==> src/rtl/c3lib_rst_seq_ctrl.sv <==
// c3lib_rst_seq_ctrl: reset-release sequencer for c3lib hardened-primitive domains.
// Synchronizes deassertion of the chip-level async reset. It then releases
// NUM_STAGES active-low domain resets in index order. Each stage waits for its
// own programmable delay before it is released. Software can force a full
// re-reset through sw_rst_req_i.
// Optional feature macro: C3LIB_RST_SEQ_ACK_EN. When defined, each release
// waits for a synchronized per-stage acknowledge before the sequencer moves on.
module c3lib_rst_seq_ctrl #(
  parameter int NUM_STAGES  = 4,
  parameter int CNT_W       = 8,
  parameter int SYNC_STAGES = 2,
  localparam int STG_W      = $clog2(NUM_STAGES + 1)
) (
  input  logic                        clk,
  input  logic                        rst_n,
  input  logic                        sw_rst_req_i,
  input  logic [NUM_STAGES*CNT_W-1:0] stage_dly_i,
`ifdef C3LIB_RST_SEQ_ACK_EN
  input  logic [NUM_STAGES-1:0]       stage_ack_i,
`endif
  output logic [NUM_STAGES-1:0]       rst_n_out_o,
  output logic                        seq_done_o,
  output logic [STG_W-1:0]            seq_stage_o
);

  localparam logic [2:0] ST_HOLD     = 3'd0;
  localparam logic [2:0] ST_LOAD     = 3'd1;
  localparam logic [2:0] ST_COUNT    = 3'd2;
  localparam logic [2:0] ST_DONE     = 3'd3;
`ifdef C3LIB_RST_SEQ_ACK_EN
  localparam logic [2:0] ST_WAIT_ACK = 3'd4;
`endif

  logic [SYNC_STAGES-1:0] sync_q;
  logic                   sync_rel;
  logic [2:0]             state_q, state_d;
  logic [CNT_W-1:0]       cnt_q, cnt_d;
  logic [STG_W-1:0]       stage_q, stage_d;
  logic [NUM_STAGES-1:0]  rstn_q, rstn_d;
  logic                   done_q, done_d;
  logic [CNT_W-1:0]       load_val;
  logic [CNT_W-1:0]       dly_fld [NUM_STAGES];

  // Deassertion synchronizer: flops clear asynchronously and shift in ones
  always_ff @(posedge clk or negedge rst_n) begin
    if (!rst_n) sync_q <= '0;
    else        sync_q <= {sync_q[SYNC_STAGES-2:0], 1'b1};
  end

  assign sync_rel = sync_q[SYNC_STAGES-1];

  // Split the flat delay bus into one field per stage
  for (genvar gi = 0; gi < NUM_STAGES; gi++) begin : g_dly
    assign dly_fld[gi] = stage_dly_i[gi*CNT_W +: CNT_W];
  end

  // Select the delay field of the stage currently being sequenced
  always_comb begin
    load_val = '0;
    for (int i = 0; i < NUM_STAGES; i++) begin
      if (stage_q == STG_W'(i)) load_val = dly_fld[i];
    end
  end

`ifdef C3LIB_RST_SEQ_ACK_EN
  logic [NUM_STAGES-1:0] ack_meta_q, ack_sync_q;
  logic                  ack_cur;

  // Two-flop synchronizer for the per-stage acknowledges
  always_ff @(posedge clk or negedge rst_n) begin
    if (!rst_n) begin
      ack_meta_q <= '0;
      ack_sync_q <= '0;
    end else begin
      ack_meta_q <= stage_ack_i;
      ack_sync_q <= ack_meta_q;
    end
  end

  // Acknowledge of the stage most recently released (index stage_q-1)
  always_comb begin
    ack_cur = 1'b0;
    for (int i = 0; i < NUM_STAGES; i++) begin
      if (stage_q == STG_W'(i + 1)) ack_cur = ack_sync_q[i];
    end
  end
`endif

  // Sequencer next-state logic; a software request outranks every other transition
  always_comb begin
    state_d = state_q;
    cnt_d   = cnt_q;
    stage_d = stage_q;
    rstn_d  = rstn_q;
    done_d  = 1'b0;
    if (sw_rst_req_i && (state_q != ST_HOLD)) begin
      state_d = ST_HOLD;
      cnt_d   = '0;
      stage_d = '0;
      rstn_d  = '0;
    end else begin
      case (state_q)
        ST_HOLD: begin
          if (sync_rel && !sw_rst_req_i) state_d = ST_LOAD;
        end
        ST_LOAD: begin
          cnt_d   = load_val;
          state_d = ST_COUNT;
        end
        ST_COUNT: begin
          if (cnt_q == '0) begin
            for (int i = 0; i < NUM_STAGES; i++) begin
              if (stage_q == STG_W'(i)) rstn_d[i] = 1'b1;
            end
            stage_d = stage_q + STG_W'(1);
`ifdef C3LIB_RST_SEQ_ACK_EN
            state_d = ST_WAIT_ACK;
`else
            state_d = (stage_q == STG_W'(NUM_STAGES - 1)) ? ST_DONE : ST_LOAD;
`endif
          end else begin
            cnt_d = cnt_q - CNT_W'(1);
          end
        end
`ifdef C3LIB_RST_SEQ_ACK_EN
        ST_WAIT_ACK: begin
          if (ack_cur) state_d = (stage_q == STG_W'(NUM_STAGES)) ? ST_DONE : ST_LOAD;
        end
`endif
        ST_DONE: begin
          done_d = 1'b1;
        end
        default: begin
          state_d = ST_HOLD;
          cnt_d   = '0;
          stage_d = '0;
          rstn_d  = '0;
        end
      endcase
    end
  end

  // Sequencer state and registered outputs, cleared asynchronously by rst_n
  always_ff @(posedge clk or negedge rst_n) begin
    if (!rst_n) begin
      state_q <= ST_HOLD;
      cnt_q   <= '0;
      stage_q <= '0;
      rstn_q  <= '0;
      done_q  <= 1'b0;
    end else begin
      state_q <= state_d;
      cnt_q   <= cnt_d;
      stage_q <= stage_d;
      rstn_q  <= rstn_d;
      done_q  <= done_d;
    end
  end

  assign rst_n_out_o = rstn_q;
  assign seq_done_o  = done_q;
  assign seq_stage_o = stage_q;

endmodule

==> config.mk <==
export PLATFORM = sky130hd
export DESIGN_NAME = c3lib_rst_seq_ctrl
export DESIGN_NICKNAME = d
export VERILOG_FILES = /design/src/rtl/c3lib_rst_seq_ctrl.sv
export SDC_FILE = /design/constraint.sdc
export NUM_CORES = 1
export LEC_CHECK = 0
export ABC_AREA = 0
export BUFFER_PORTS_ARGS = -buffer_cell sky130_fd_sc_hd__buf_2
export CAP_MARGIN = 20
export CELL_PAD_IN_SITES_DETAIL_PLACEMENT = 1
export CELL_PAD_IN_SITES_GLOBAL_PLACEMENT = 1
export CORE_MARGIN = 3
export CORE_UTILIZATION = 38
export DETAILED_ROUTE_END_ITERATION = 8
export MAX_ROUTING_LAYER = met4
export PLACE_DENSITY_LB_ADDON = 0.12
export REMOVE_ABC_BUFFERS = 1
export SYNTH_ARGS = -nofsm -noshare
export SYNTH_HDL_FRONTEND = slang
export SYNTH_SLANG_ARGS = --single-unit
==> constraint.sdc <==
create_clock -name clk -period 2.29 [get_ports clk]
set_clock_uncertainty 0.05 [all_clocks]
set_input_delay 0.229 -clock clk [delete_from_list [all_inputs] [get_ports clk]]
set_output_delay 0.229 -clock clk [all_outputs]
set_load 0.1 [all_outputs]
==> results.md, run 1 <==
STA:
- The number of pins exceeding their max-slew limit in the final report is 0.
- The summed negative setup slack over all endpoints is 0 ns.
- Setup repair after global routing left no endpoint under its margin.
- Based on the critical path, the design can be clocked at up to roughly 470 MHz.
- The portion of the clock cycle consumed by the worst path in the final layout is 93.6%.
- The worst path in the final design needs a cycle of between 2 and 2.5 ns, including I/O delays and setup.
- Measured against its own limit, the worst slew margin works out to around half.
- The total count of hold-check failures in the final report is 0.
- For the pin with the worst max-slew slack, the measured transition is roughly 0.73 ns.
- The worst-case setup margin in the final layout is 0.147 ns.
- The worst hold slack is between 0.2 and 0.25 ns.
- The count of final setup violators is 0.

Clock tree:
- The TritonCTS clock tree is built.
- The number of cells upsized or downsized after cts is 0.
- The total CTS buffers is 3.
- The root buffer cell chosen for the clock tree is clkbuf_8.
- The H-tree depth is 1.
- The longest clock path from root to sink contains 2 buffers.
- The clock latency of the later-clocked register in the worst-skew pair is between 0.2 and 0.3 ns.
- The total clock sinks is 20.
- After clock tree synthesis, the clock-pin slew on the worst setup and hold paths is roughly 0.07 ns.

Worst setup path:
- The peak per-stage delay on the critical path is ~0.44 ns.
- The most critical setup path has its startpoint at cnt_q[1]$_DFFE_PN0P_.
- The worst register-to-register path has a depth of 8.
- The cell that appears most often on the critical path is buf_4.
- The startpoint-to-endpoint class of the critical path is reg2reg.
- The startpoint of the worst-slack reg-to-reg timing path is cnt_q[1]$_DFFE_PN0P_.
- At the worst endpoint, the required time is 2.38 ns.
- Following the worst setup path forward leads to its endpoint at cnt_q[1]$_DFFE_PN0P_.
- Of all nets on the critical path, the largest fanout is 7.
- The category of the worst setup path capture point is a flip-flop.
- STA classifies the critical path startpoint as a flip-flop.
- At the worst endpoint, the arrival time is 2.23 ns.
- The capture point of the worst reg-to-reg path is cnt_q[1]$_DFFE_PN0P_.
- The worst register-to-register path has a setup slack of about 0.15 ns.
- The critical-path cell with the highest stage delay is or4b_1.
- Walking the worst path, the cells encountered are inv_1 -> ha_1 -> or4b_1 -> buf_4 -> o2111ai_4 -> buf_4 -> nor2_1 -> a221o_1.

Global route:
- Summed over all layers, the global routing overflow is 0.
- The number of global-route vias before repair was ~1500.
- The maximum number of pins on one net before global-route repair is 21.
- Across every metal layer, demand over resource in global routing totals between 10% and 20%.
- The initial antenna violation count is 0.
- The wire length of the first global-routing pass is between 7000 and 8000 µm.

Yosys:
- The total standard cell area after synthesis is 0.00152 mm².
- Synthesis instantiated between 40 and 50 different standard cells from the library.
- The fraction of registers with async set or reset after synthesis is between 90% and 100%.
- The share of the Yosys chip area taken by registers is 33.0%.
- By area the synthesized netlist is led by dfrtp_1 (33%), ha_1 (8.3%), a21oi_1 (5.0%), a221o_1 (4.0%), o21ai_0 (3.3%).
- The most frequently used cell type in the post-synthesis netlist is dfrtp_1.
- Averaged over all synthesized cells, the footprint is about 9 µm².
- The area share of the largest cell type after synthesis is about a third.
- The number of synthesized flops with an enable pin is 0.
- The total of flip-flops plus latches after synthesis is 20.
- Synthesis produced a netlist whose cell count is 170.
- The number of warnings printed during yosys synthesis is 0.
- Summed over all instances, the cell type with the most area after synthesis is dfrtp_1.
- The commonest cells after synthesis are dfrtp_1 (20), a21oi_1 (15), inv_1 (13), nand2_1 (13).
- In the synthesized netlist the dominant register cell turns out to be dfrtp_1.

Floorplan:
- The die span in y is 69.1 µm.
- The effective utilization at floorplan is roughly two fifths.
- The area enclosed by the die boundary is 0.00478 mm².
- The die is around 69 µm wide.
- The total area inside the core boundary comes to approximately 0.0037 mm².
- The number of cell rows is 22.
- Pin placement for this block handled 43 I/O pins.

Finish:
- Once layout is complete, the utilization of the core stands at between 50% and 60%.
- The count of inserted antenna diode cells is 0.
- In the final layout, the share of cells above drive strength 1 is around 29%.
- The area overhead of the layout relative to synthesis is 25.4%.
- The net total in the final layout is approximately 270.

Power:
- The leakage power of the design is approximately 0.00093 µW.
- For this design the ratio of total power to cell area is about 1400 mW/mm².
- VDD sags by at most 0.000752 V.

Route:
- After detailed routing, the number of vias per cell comes to roughly 5.5.
- The number of iterations in the first detailed-routing pass is 4.
- The post-route DRC violation count is 0.
- The number of vias after detailed routing is ~1500.
- The routed design has around 4300 µm of wire.
- In the final routed layout, each cell accounts on average for 16.1 µm.
- The number of nets with antenna violations after routing is 0.
- In this run, the number of DRC markers left after iteration 0 of detailed routing was 53.

Placement:
- The count of buffers added on input and output ports is 42.
- The total half-perimeter wirelength after legalization and detailed placement is approximately 3500 µm.
- The placement-stage worst setup slack is 0.0775 ns.
- The congestion estimate from routability-driven global placement came to between 0.8 and 0.9.

Status:
- The flow ran to the end, and the final reports show no timing, DRC or antenna violations.

Min path:
- The number of instances on the worst hold path is 3.
- The type of the tightest min-delay check is in2reg.

Run:
- The tool flagged a number of max-cap violations equal to 0.
## cell type report
cell class                      count  area, µm²
Fill cell                         473       1840
Multi-Input combinational cell    130        932
Sequential cell                    20        500
Timing Repair Buffer               56        318
Tap cell                           48       60.1
Inverter                           13       48.8
Clock buffer                        3       41.3
## state kept, by name (all words and copies together), names as in the netlist
signal	cells
rst_n_out_o	4
cnt_q	8
seq_stage_o	3
seq_done_o	1
state_q	2
sync_q	2
## cells by family (layout without fill, tap and decap cells)
group	count (synthesis)	after routing	share of synthesized area [%]
other cells	1	1	0.247
mux	3	3	2.31
buf+inv	20	72	5.45
flops	20	20	33.0
simple gates	59	59	21.1
compound gates	57	57	29.6
fa+ha+maj	10	10	8.26
## metal layers
| layer | wire [µm] | GRT usage, % |
|---|---|---|
| met4 | 10 | 4.34 |
| met5 | 0 | - |
| met1 | 1890 | 22.7 |
| met3 | 153 | 1.90 |
| met2 | 2290 | 33.1 |
## placed cells by master (no fill, tap or decap), drive strengths merged, types with 2 or more instances in the layout
cell type  synthesis  final
buf                2     55
dfrtp             20     20
a21oi             15     15
nand2             14     14
inv               13     13
o21ai             10     10
nor2              10     10
ha                10     10
nand2b             7      7
a221o              6      6
nand3              5      5
nand3b             4      4
and2               3      3
nor2b              3      3
a21boi             3      3
a211o              3      3
a41oi              3      3
a32o               3      3
clkbuf             5      3
nor4b              2      2
nor3               2      2
nand4              2      2
mux2i              2      2
o221ai             2      2
o211ai             2      2
## where the power goes
part | total (µW) | internal [µW] | switching [µW] | leakage, µW
logic | 1840 | 714 | 1120 | 0.000645
registers | 582 | 470 | 112 | 0.000266
clock network | 229 | 117 | 112 | 0.0000216
## stage by stage
| step | instance area, µm² | power, µW | instances |
|---|---|---|---|
| after detailed placement | 1830 | 2420 | 264 |
| final | 1900 | 2650 | 270 |
| after global placement | 1830 | 2350 | 264 |
| after floorplan | 1480 | 1850 | 163 |
| after global routing | 1900 | 2870 | 270 |
| after CTS | 1890 | 2670 | 268 |
## worst max-delay path: cells and delay by family, from the launching register on
kind | cells | cell delay [ns]
DFF | 1 | 0.41
AOI/OAI and AO/OA | 2 | 0.49
adders and majority gates | 1 | 0.19
and+or+nand+nor | 2 | 0.48
buffers and inverters | 3 | 0.42
## repair_timing
item | in CTS | in global routing
hold buffers | 1 | 0
buffers inserted | 0 | 2
setup endpoints to repair | 0 | 1
hold endpoints to repair | 20 | 0
## worst min path at each step
| stage | from | endpoint | slack (ns) |
|---|---|---|---|
| after floorplan | rst_n | cnt_q[0]$_DFFE_PN0P_ | -0.12 |
| after global placement | rst_n | seq_stage_o[0]$_DFFE_PN0P_ | 0.17 |
| after detailed placement | rst_n | seq_stage_o[0]$_DFFE_PN0P_ | 0.18 |
| after CTS | stage_dly_i[27] | cnt_q[3]$_DFFE_PN0P_ | 0.25 |
| after global routing | stage_dly_i[27] | cnt_q[3]$_DFFE_PN0P_ | 0.27 |
| final | stage_dly_i[27] | cnt_q[3]$_DFFE_PN0P_ | 0.25 |
(Power assumes the default switching activity.)
==> run 2: changes to the inputs <==
CORE_ASPECT_RATIO = 1.5   (was unset)
==> run 2 against run 1 <==
  * Total power increased by 0.93%
  * Cell area decreased by 0.33%
  * Core utilization decreased by 0.25 points
  * Count of clock-buffer cells in the layout unchanged
  * Largest cell class unchanged
==> results.md, run 2 (synthesis gave the netlist of run 1 again) <==
Run:
- The number of violations of the max-capacitance limit is 0.

Clock tree:
- TritonCTS built the clock tree.
- After clock tree synthesis, the setup repair step added 0 buffers.
- The H-tree depth is 1.
- The master cell of the clock root buffer is clkbuf_8.
- The total CTS buffers is 3.
- No sink is reached through more buffers than the 2 on the longest clock path.
- The clock-pin transition on the worst setup and hold timing paths is 0.08 ns.
- The clock latency of the later-clocked register in the worst-skew pair is 0.26 ns.
- Clock tree synthesis found a total of 20 sinks.

STA:
- The count of final setup violators is 0.
- The total count of hold-check failures in the final report was 0.
- Setup repair after global routing left no endpoint under its margin.
- The number of pins exceeding their max-slew limit in the final report is 0.
- In the finished design, the share of the clock period the worst path needs comes to a little over nine tenths.
- Static timing analysis puts the maximum clock frequency at about 460 MHz.
- The summed negative setup slack over all endpoints is 0 ns.
- Measured against its own limit, the worst slew margin works out to between 50% and 60%.
- The shortest period the worst path allows is 2.17 ns.
- Across all setup checks in the final design, the least slack found is ~0.12 ns.
- At the pin with the least slew margin, the transition time is just over 0.7 ns.
- Final hold analysis gives a worst-case slack of about 0.27 ns.

Global route:
- For this run the aggregate overflow at the end of global routing stands at 0.
- The total routing usage reported by global routing is slightly above 20%.
- The number of global-route vias before repair was between 1500 and 2000.
- The first global-routing pass estimated ~7700 µm of wire.
- The initial antenna violation count came to 0.
- The maximum number of pins on one net before global-route repair is 21.

Status:
- The flow ran to the end, and the final reports show no timing, DRC or antenna violations.

Worst setup path:
- The startpoint-to-endpoint class of the critical path is reg2reg.
- For the worst flop-to-flop path, the logic depth is 6.
- The reg2reg setup slack is 0.12 ns.
- The critical path data required time is ~2.4 ns.
- For this run, the slowest stage of the critical path takes about 0.54 ns.
- The highest fanout seen on the critical path is 7.
- The category of the worst setup path capture point is a flip-flop.
- The sum of buffers and inverters on the critical path is 1.
- Broken down by cell family, the worst path's largest delay share belongs to compound AO/OA/AOI/OAI gates.
- The signal on the critical path passes through inv_1 -> ha_2 -> or4b_4 -> o2111ai_4 -> o221ai_2 -> a211o_1.
- STA classifies the critical path startpoint as a flip-flop.
- The data arrival time at the worst-slack endpoint is between 2 and 2.5 ns.
- The startpoint of the worst-slack reg-to-reg timing path is cnt_q[1]$_DFFE_PN0P_.
- The endpoint identified for the worst register-to-register timing path is cnt_q[5]$_DFFE_PN0P_.
- The slowest stage of the critical path belongs to the cell or4b_4.

Route:
- The final route contains around 1500 vias.
- Wires add up to 4700 µm.
- The iteration-0 DRC count of the detailed router is 53.
- The number of iterations in the first detailed-routing pass is 4.
- After detailed routing, the number of vias per cell comes to approximately 5.9.
- The post-route DRC violation count is 0.
- In the final routed layout, each cell accounts on average for 17.9 µm.
- The number of nets with antenna violations after routing is 0.

Power:
- The leakage power of the design is between 0.0009 and 0.001 µW.
- VDD sags by at most between 0.0007 and 0.0008 V.
- Dividing total power by cell area gives a power density of ~1400 mW/mm².

Finish:
- The count of inserted antenna diode cells is 0.
- The register with the most flip-flops is cnt_q.
- The fraction of layout instances using a drive strength above 1 is a little under a third.
- At the end of the flow, the number of nets in the layout was roughly 270.
- The area of the multi-input gates is around 950 µm².
- The utilization of the core after routing is between 50% and 60%.
- The fill cell instance count of the final layout is 470.
- The top cell types in the final layout, fill and taps aside, are buf_2 (42), dfrtp_1 (20), a21oi_1 (15).
- The number of flip-flops in the largest register is 8.
- The library cell used most frequently in the layout, excluding fill and tap cells, is buf_2.
- From synthesis to final layout, the design area changed by 25.0%.
- The sequential cells in the finished layout cover a total of around 500 µm².

Floorplan:
- The die span in y is 83.3 µm.
- For this configuration, the core starts out at a cell density of 40.4%.
- The top-level port count is 43.
- The number of cell rows is 27.
- The area enclosed by the die boundary is 0.00480 mm².
- The floorplan step defined a core boundary enclosing between 0.003 and 0.004 mm².
- The die is around 58 µm wide.

Placement:
- The number of buffers added on ports is 42.
- The routability congestion estimate from global placement is slightly above 0.9.
- The total half-perimeter wirelength after legalization and detailed placement is roughly 3800 µm.
- The placement-stage worst setup slack is -0.00735 ns.

Min path:
- The path with the worst hold slack has its endpoint at cnt_q[3]$_DFFE_PN0P_.
- The startpoint identified for the worst hold timing path is stage_dly_i[27].
- The worst hold path passes through 3 cells.
- The type of the tightest min-delay check is in2reg.
==> run 2: cell types whose count changed in the layout (fill, tap and decap cells not counted), sizes merged <==
cell  before  now
buf       55   53
==> run 2: timing repair <==
action / in CTS / in global routing
hold buffers: 1 / 0
endpoints found under the hold margin: 20 / 0
setup endpoints to repair: 1 / 3
resized for setup: 1 / 4
pin swaps: 0 / 1
==> run 2: worst max path at each step <==
stage                                from                    to  cells past startpoint
5_1_grt              cnt_q[1]$_DFFE_PN0P_  cnt_q[5]$_DFFE_PN0P_                      6
3_5_place_dp         cnt_q[1]$_DFFE_PN0P_  cnt_q[5]$_DFFE_PN0P_                      6
4_1_cts              cnt_q[1]$_DFFE_PN0P_  cnt_q[5]$_DFFE_PN0P_                      6
3_3_place_gp         cnt_q[1]$_DFFE_PN0P_  cnt_q[5]$_DFFE_PN0P_                      6
2_1_floorplan  seq_stage_o[0]$_DFFE_PN0P_  cnt_q[0]$_DFFE_PN0P_                      6
6_report             cnt_q[1]$_DFFE_PN0P_  cnt_q[5]$_DFFE_PN0P_                      6
==> run 2: metal layers <==
metal	track usage [%]	vias up	part of all wire (%)
met1	20.8	752	38
met5	-	-	0
met3	2.18	18	3.0
met2	36.5	41	53
li1	-	734	-
met4	12.2	0	5.3
==> run 2: cell type report <==
cell class,instances,share of cell area (%)
flip-flops and latches,20,26.4
clock buffers,3,2.18
inverters,13,2.58
repair buffers,54,16.0
multi-input cells,130,50.0
well taps,43,2.84
==> run 2: stage by stage <==
stage               area [µm²]  power, µW  cells
finish                    1890       2670    263
global route              1890       2890    263
CTS                       1880       2670    263
detailed placement        1830       2400    259
global placement          1830       2320    259
floorplan                 1480       1850    163
==> run 2: power breakdown <==
| part | internal [µW] | total, µW | switching, µW | leakage, µW |
|---|---|---|---|---|
| clock network | 117 | 236 | 119 | 0.0000216 |
| logic | 717 | 1850 | 1130 | 0.000637 |
| registers | 469 | 592 | 123 | 0.000266 |
| total | 1300 | 2670 | 1370 | 0.000925 |
==> run 2: worst register-to-register path, cell delays in order (launching register included) <==
cell and delay [ns]:
dfrtp_1 0.42, inv_1 0.07, ha_2 0.20, or4b_4 0.54, o2111ai_4 0.31, o221ai_2 0.16
a211o_1 0.30
==> run 3: changes to the inputs <==
RECOVER_POWER = 25   (was unset)
==> run 3 against run 2 <==
  * Combinational power hardly changed
  * Cell area hardly changed
  * Critical endpoint unchanged
  * Global-route usage stayed put
  * Fmax stayed put
  * Hold slack stayed put
  * Count of clock-buffer cells in the layout stayed put
  * Clock power hardly changed
  * Sequential cell count stayed put
==> results.md, run 3 (synthesis gave the netlist of run 1 again) <==
Clock tree:
- The later pin in the worst-skew pair is clocked with a latency of roughly 0.26 ns.
- Counting the buffers created by CTS gives 3.
- The clock passes through at most 2 buffers.
- The tree is rooted in a clkbuf_8.
- The number of setup buffers added after CTS is 0.
- TritonCTS built the clock tree.
- Clock-pin slew was measured on the worst setup and hold paths at 0.08 ns.
- In this run the number of H-tree levels came out at 1.
- The total clock sinks is 20.

STA:
- Measured against its own limit, the worst slew margin works out to between 10% and 20%.
- The total count of hold-check failures in the final report is 0.
- Setup repair after global routing left no endpoint under its margin.
- The shortest period the worst path allows is roughly 2.2 ns.
- The number of pins exceeding their max-slew limit in the final report is 0.
- The count of final setup violators is 0.
- Across all hold checks on the routed design, the worst slack comes to between 0.2 and 0.3 ns.
- The portion of the clock cycle consumed by the worst path in the final layout is between 90% and 100%.
- Timing would allow up to ~460 MHz.
- For the pin with the worst max-slew slack, the measured transition is 1.22 ns.

Route:
- The post-route DRC violation count is 0.
- The number of iterations in the first detailed-routing pass is 4.
- The number of nets with antenna violations after routing is 0.
- The detailed router finished its first iteration with between 50 and 60 violations.
- The final route contains 1545 vias.
- For this block, the routed nets add up to 4690 µm of wire.
- In the final routed layout, each cell accounts on average for about 18 µm.
- The mean number of vias per cell is about 5.9.

Floorplan:
- The number of cell rows is 27.
- Once the floorplan was initialized, standard cells occupied around 40% of the core.
- The floorplan step defined a die boundary enclosing approximately 0.0048 mm².
- The die extent in x is between 50 and 60 µm.
- The top-level port count is 43.
- The floorplan step set the die height to between 80 and 90 µm.
- The total core area is 0.00375 mm².

Global route:
- The maximum number of pins on one net before global-route repair is 21.
- The first global-routing pass estimated around 7700 µm of wire.
- Global routing finished with a remaining overflow of 0.
- Across every metal layer, demand over resource in global routing totals slightly above 20%.
- The initial antenna violation count is 0.
- The number of global-route vias before repair was approximately 1700.
- The routing usage on met3 is around 2.2%.
- Global routing used between 20% and 30% of the available met1 tracks.
- The global routing stage identified its most utilized layer as met2.
- Global routing used a little over a third of the available met2 tracks.

Power:
- The relative contribution of the clock network to total power is 8.8%.
- In this run, the combinational gates consume 69.0% of the power.
- The switching fraction of total power is 51.3%.
- The peak supply drop is 0.000797 V.
- The power density relative to cell area is between 1000 and 1500 mW/mm².
- Summed over all nets, the switching power comes to between 1000 and 1500 µW.
- Sequential cells burn between 20% and 30% of the power.
- The leakage power of the design is between 0.0009 and 0.001 µW.
- The internal portion of the total power is 1300 µW.

Finish:
- Leaving out fill and tap cells, the most frequent cells in the layout are buf_2 (41), dfrtp_1 (20), a21oi_1 (15).
- The register with the most flip-flops in the layout has 8 of them.
- The layout has 470 filler cells.
- The library cell used most frequently in the layout, excluding fill and tap cells, is buf_2.
- The net total in the final layout is 267.
- The footprint of the flip-flops and latches is roughly 500 µm².
- The area of the multi-input gates is 947 µm².
- The utilization of the core after routing is between 50% and 60%.
- The area growth from synthesis to layout is 24.9%.
- The register with the most flip-flops is cnt_q.
- The count of inserted antenna diode cells is 0.
- The fraction of layout instances using a drive strength above 1 is 30.0%.

Worst setup path:
- In this run the worst path has a maximum fanout of 7.
- STA classifies the critical path endpoint as a flip-flop.
- The worst setup path is launched from a flip-flop.
- The critical path data required time is 2.39 ns.
- The startpoint-to-endpoint class of the critical path is reg2reg.
- The data arrival time at the worst-slack endpoint is around 2.3 ns.

Placement:
- The routability congestion estimate from global placement is ~0.93.
- The number of buffers added on ports is 42.
- The total half-perimeter wirelength after legalization and detailed placement is 3840 µm.

Run:
- Across the run, the number of max-cap violations was 0.

Min path:
- The type of the tightest min-delay check is in2reg.

Status:
- The flow ran to the end, and the final reports show no timing, DRC or antenna violations.
[run 3: cell types whose count changed in the layout (fill, tap and decap cells not counted), sizes merged]
cell and change:
buf -1, clkbuf +1
[run 3: layer usage]
metal	vias to the layer above	wire, µm
li1	734	-
met1	752	1800
met2	41	2500
met3	18	141
met4	0	250
met5	-	0
[run 3: through the flow]
step / std cells / TNS, ns / instance area [µm²] / setup WS, ns / total power (µW)
after floorplan: 163 / -0.948 / 1480 / -0.183 / 1850
after global placement: 259 / 0 / 1830 / 0.106 / 2320
after detailed placement: 259 / -0.00735 / 1830 / -0.00735 / 2400
after CTS: 263 / 0 / 1880 / 0.0813 / 2670
after global routing: 263 / 0 / 1890 / 0.0267 / 2890
final: 263 / 0 / 1890 / 0.118 / 2670
[run 3: worst paths after layout]
kind / from / end / slack, ns / cells past startpoint
hold / removal: stage_dly_i[27] / cnt_q[3]$_DFFE_PN0P_ / 0.27 / 3
setup reg to reg: cnt_q[1]$_DFFE_PN0P_ / cnt_q[5]$_DFFE_PN0P_ / 0.12 / 6
setup / recovery: cnt_q[1]$_DFFE_PN0P_ / cnt_q[5]$_DFFE_PN0P_ / 0.12 / 6
hold reg to reg: sync_q[0]$_DFF_PN0_ / sync_q[1]$_DFF_PN0_ / 0.30 / 0
min in group asynchronous: rst_n / state_q[1]$_DFFE_PN0P_ / 0.69 / 2
max in group asynchronous: rst_n / cnt_q[0]$_DFFE_PN0P_ / 0.78 / 2
[run 3: worst max-delay path, cell delays in order (launching register included)]
cell and delay, ns:
dfrtp_1 0.42, inv_1 0.07, ha_2 0.20, or4b_4 0.54, o2111ai_4 0.31, o221ai_2 0.16, a211o_1 0.30
[run 3: what timing repair did]
action / 4_1_cts / 5_1_grt
hold endpoints to repair: 20 / 0
gates cloned: 0 / 0
gates resized for setup: 1 / 4
setup endpoints to repair: 1 / 3
pin swaps: 0 / 1
hold buffers: 1 / 0
[run 3: layout make-up]
cell class | count | share of cell area, %
multi-input combinational | 130 | 50.0
timing repair buffer | 54 | 15.9
tap | 43 | 2.84
inverter | 13 | 2.58
sequential | 20 | 26.4
clock buffer | 3 | 2.18
[run 3: power by group through the flow]
stage | sequential (µW) | combinational, µW | clock (µW)
after floorplan | 799 | 1060 | 0
after global placement | 582 | 1740 | 0
after detailed placement | 597 | 1800 | 0
after CTS | 593 | 1840 | 241
after global routing | 615 | 2010 | 260
final | 592 | 1850 | 236
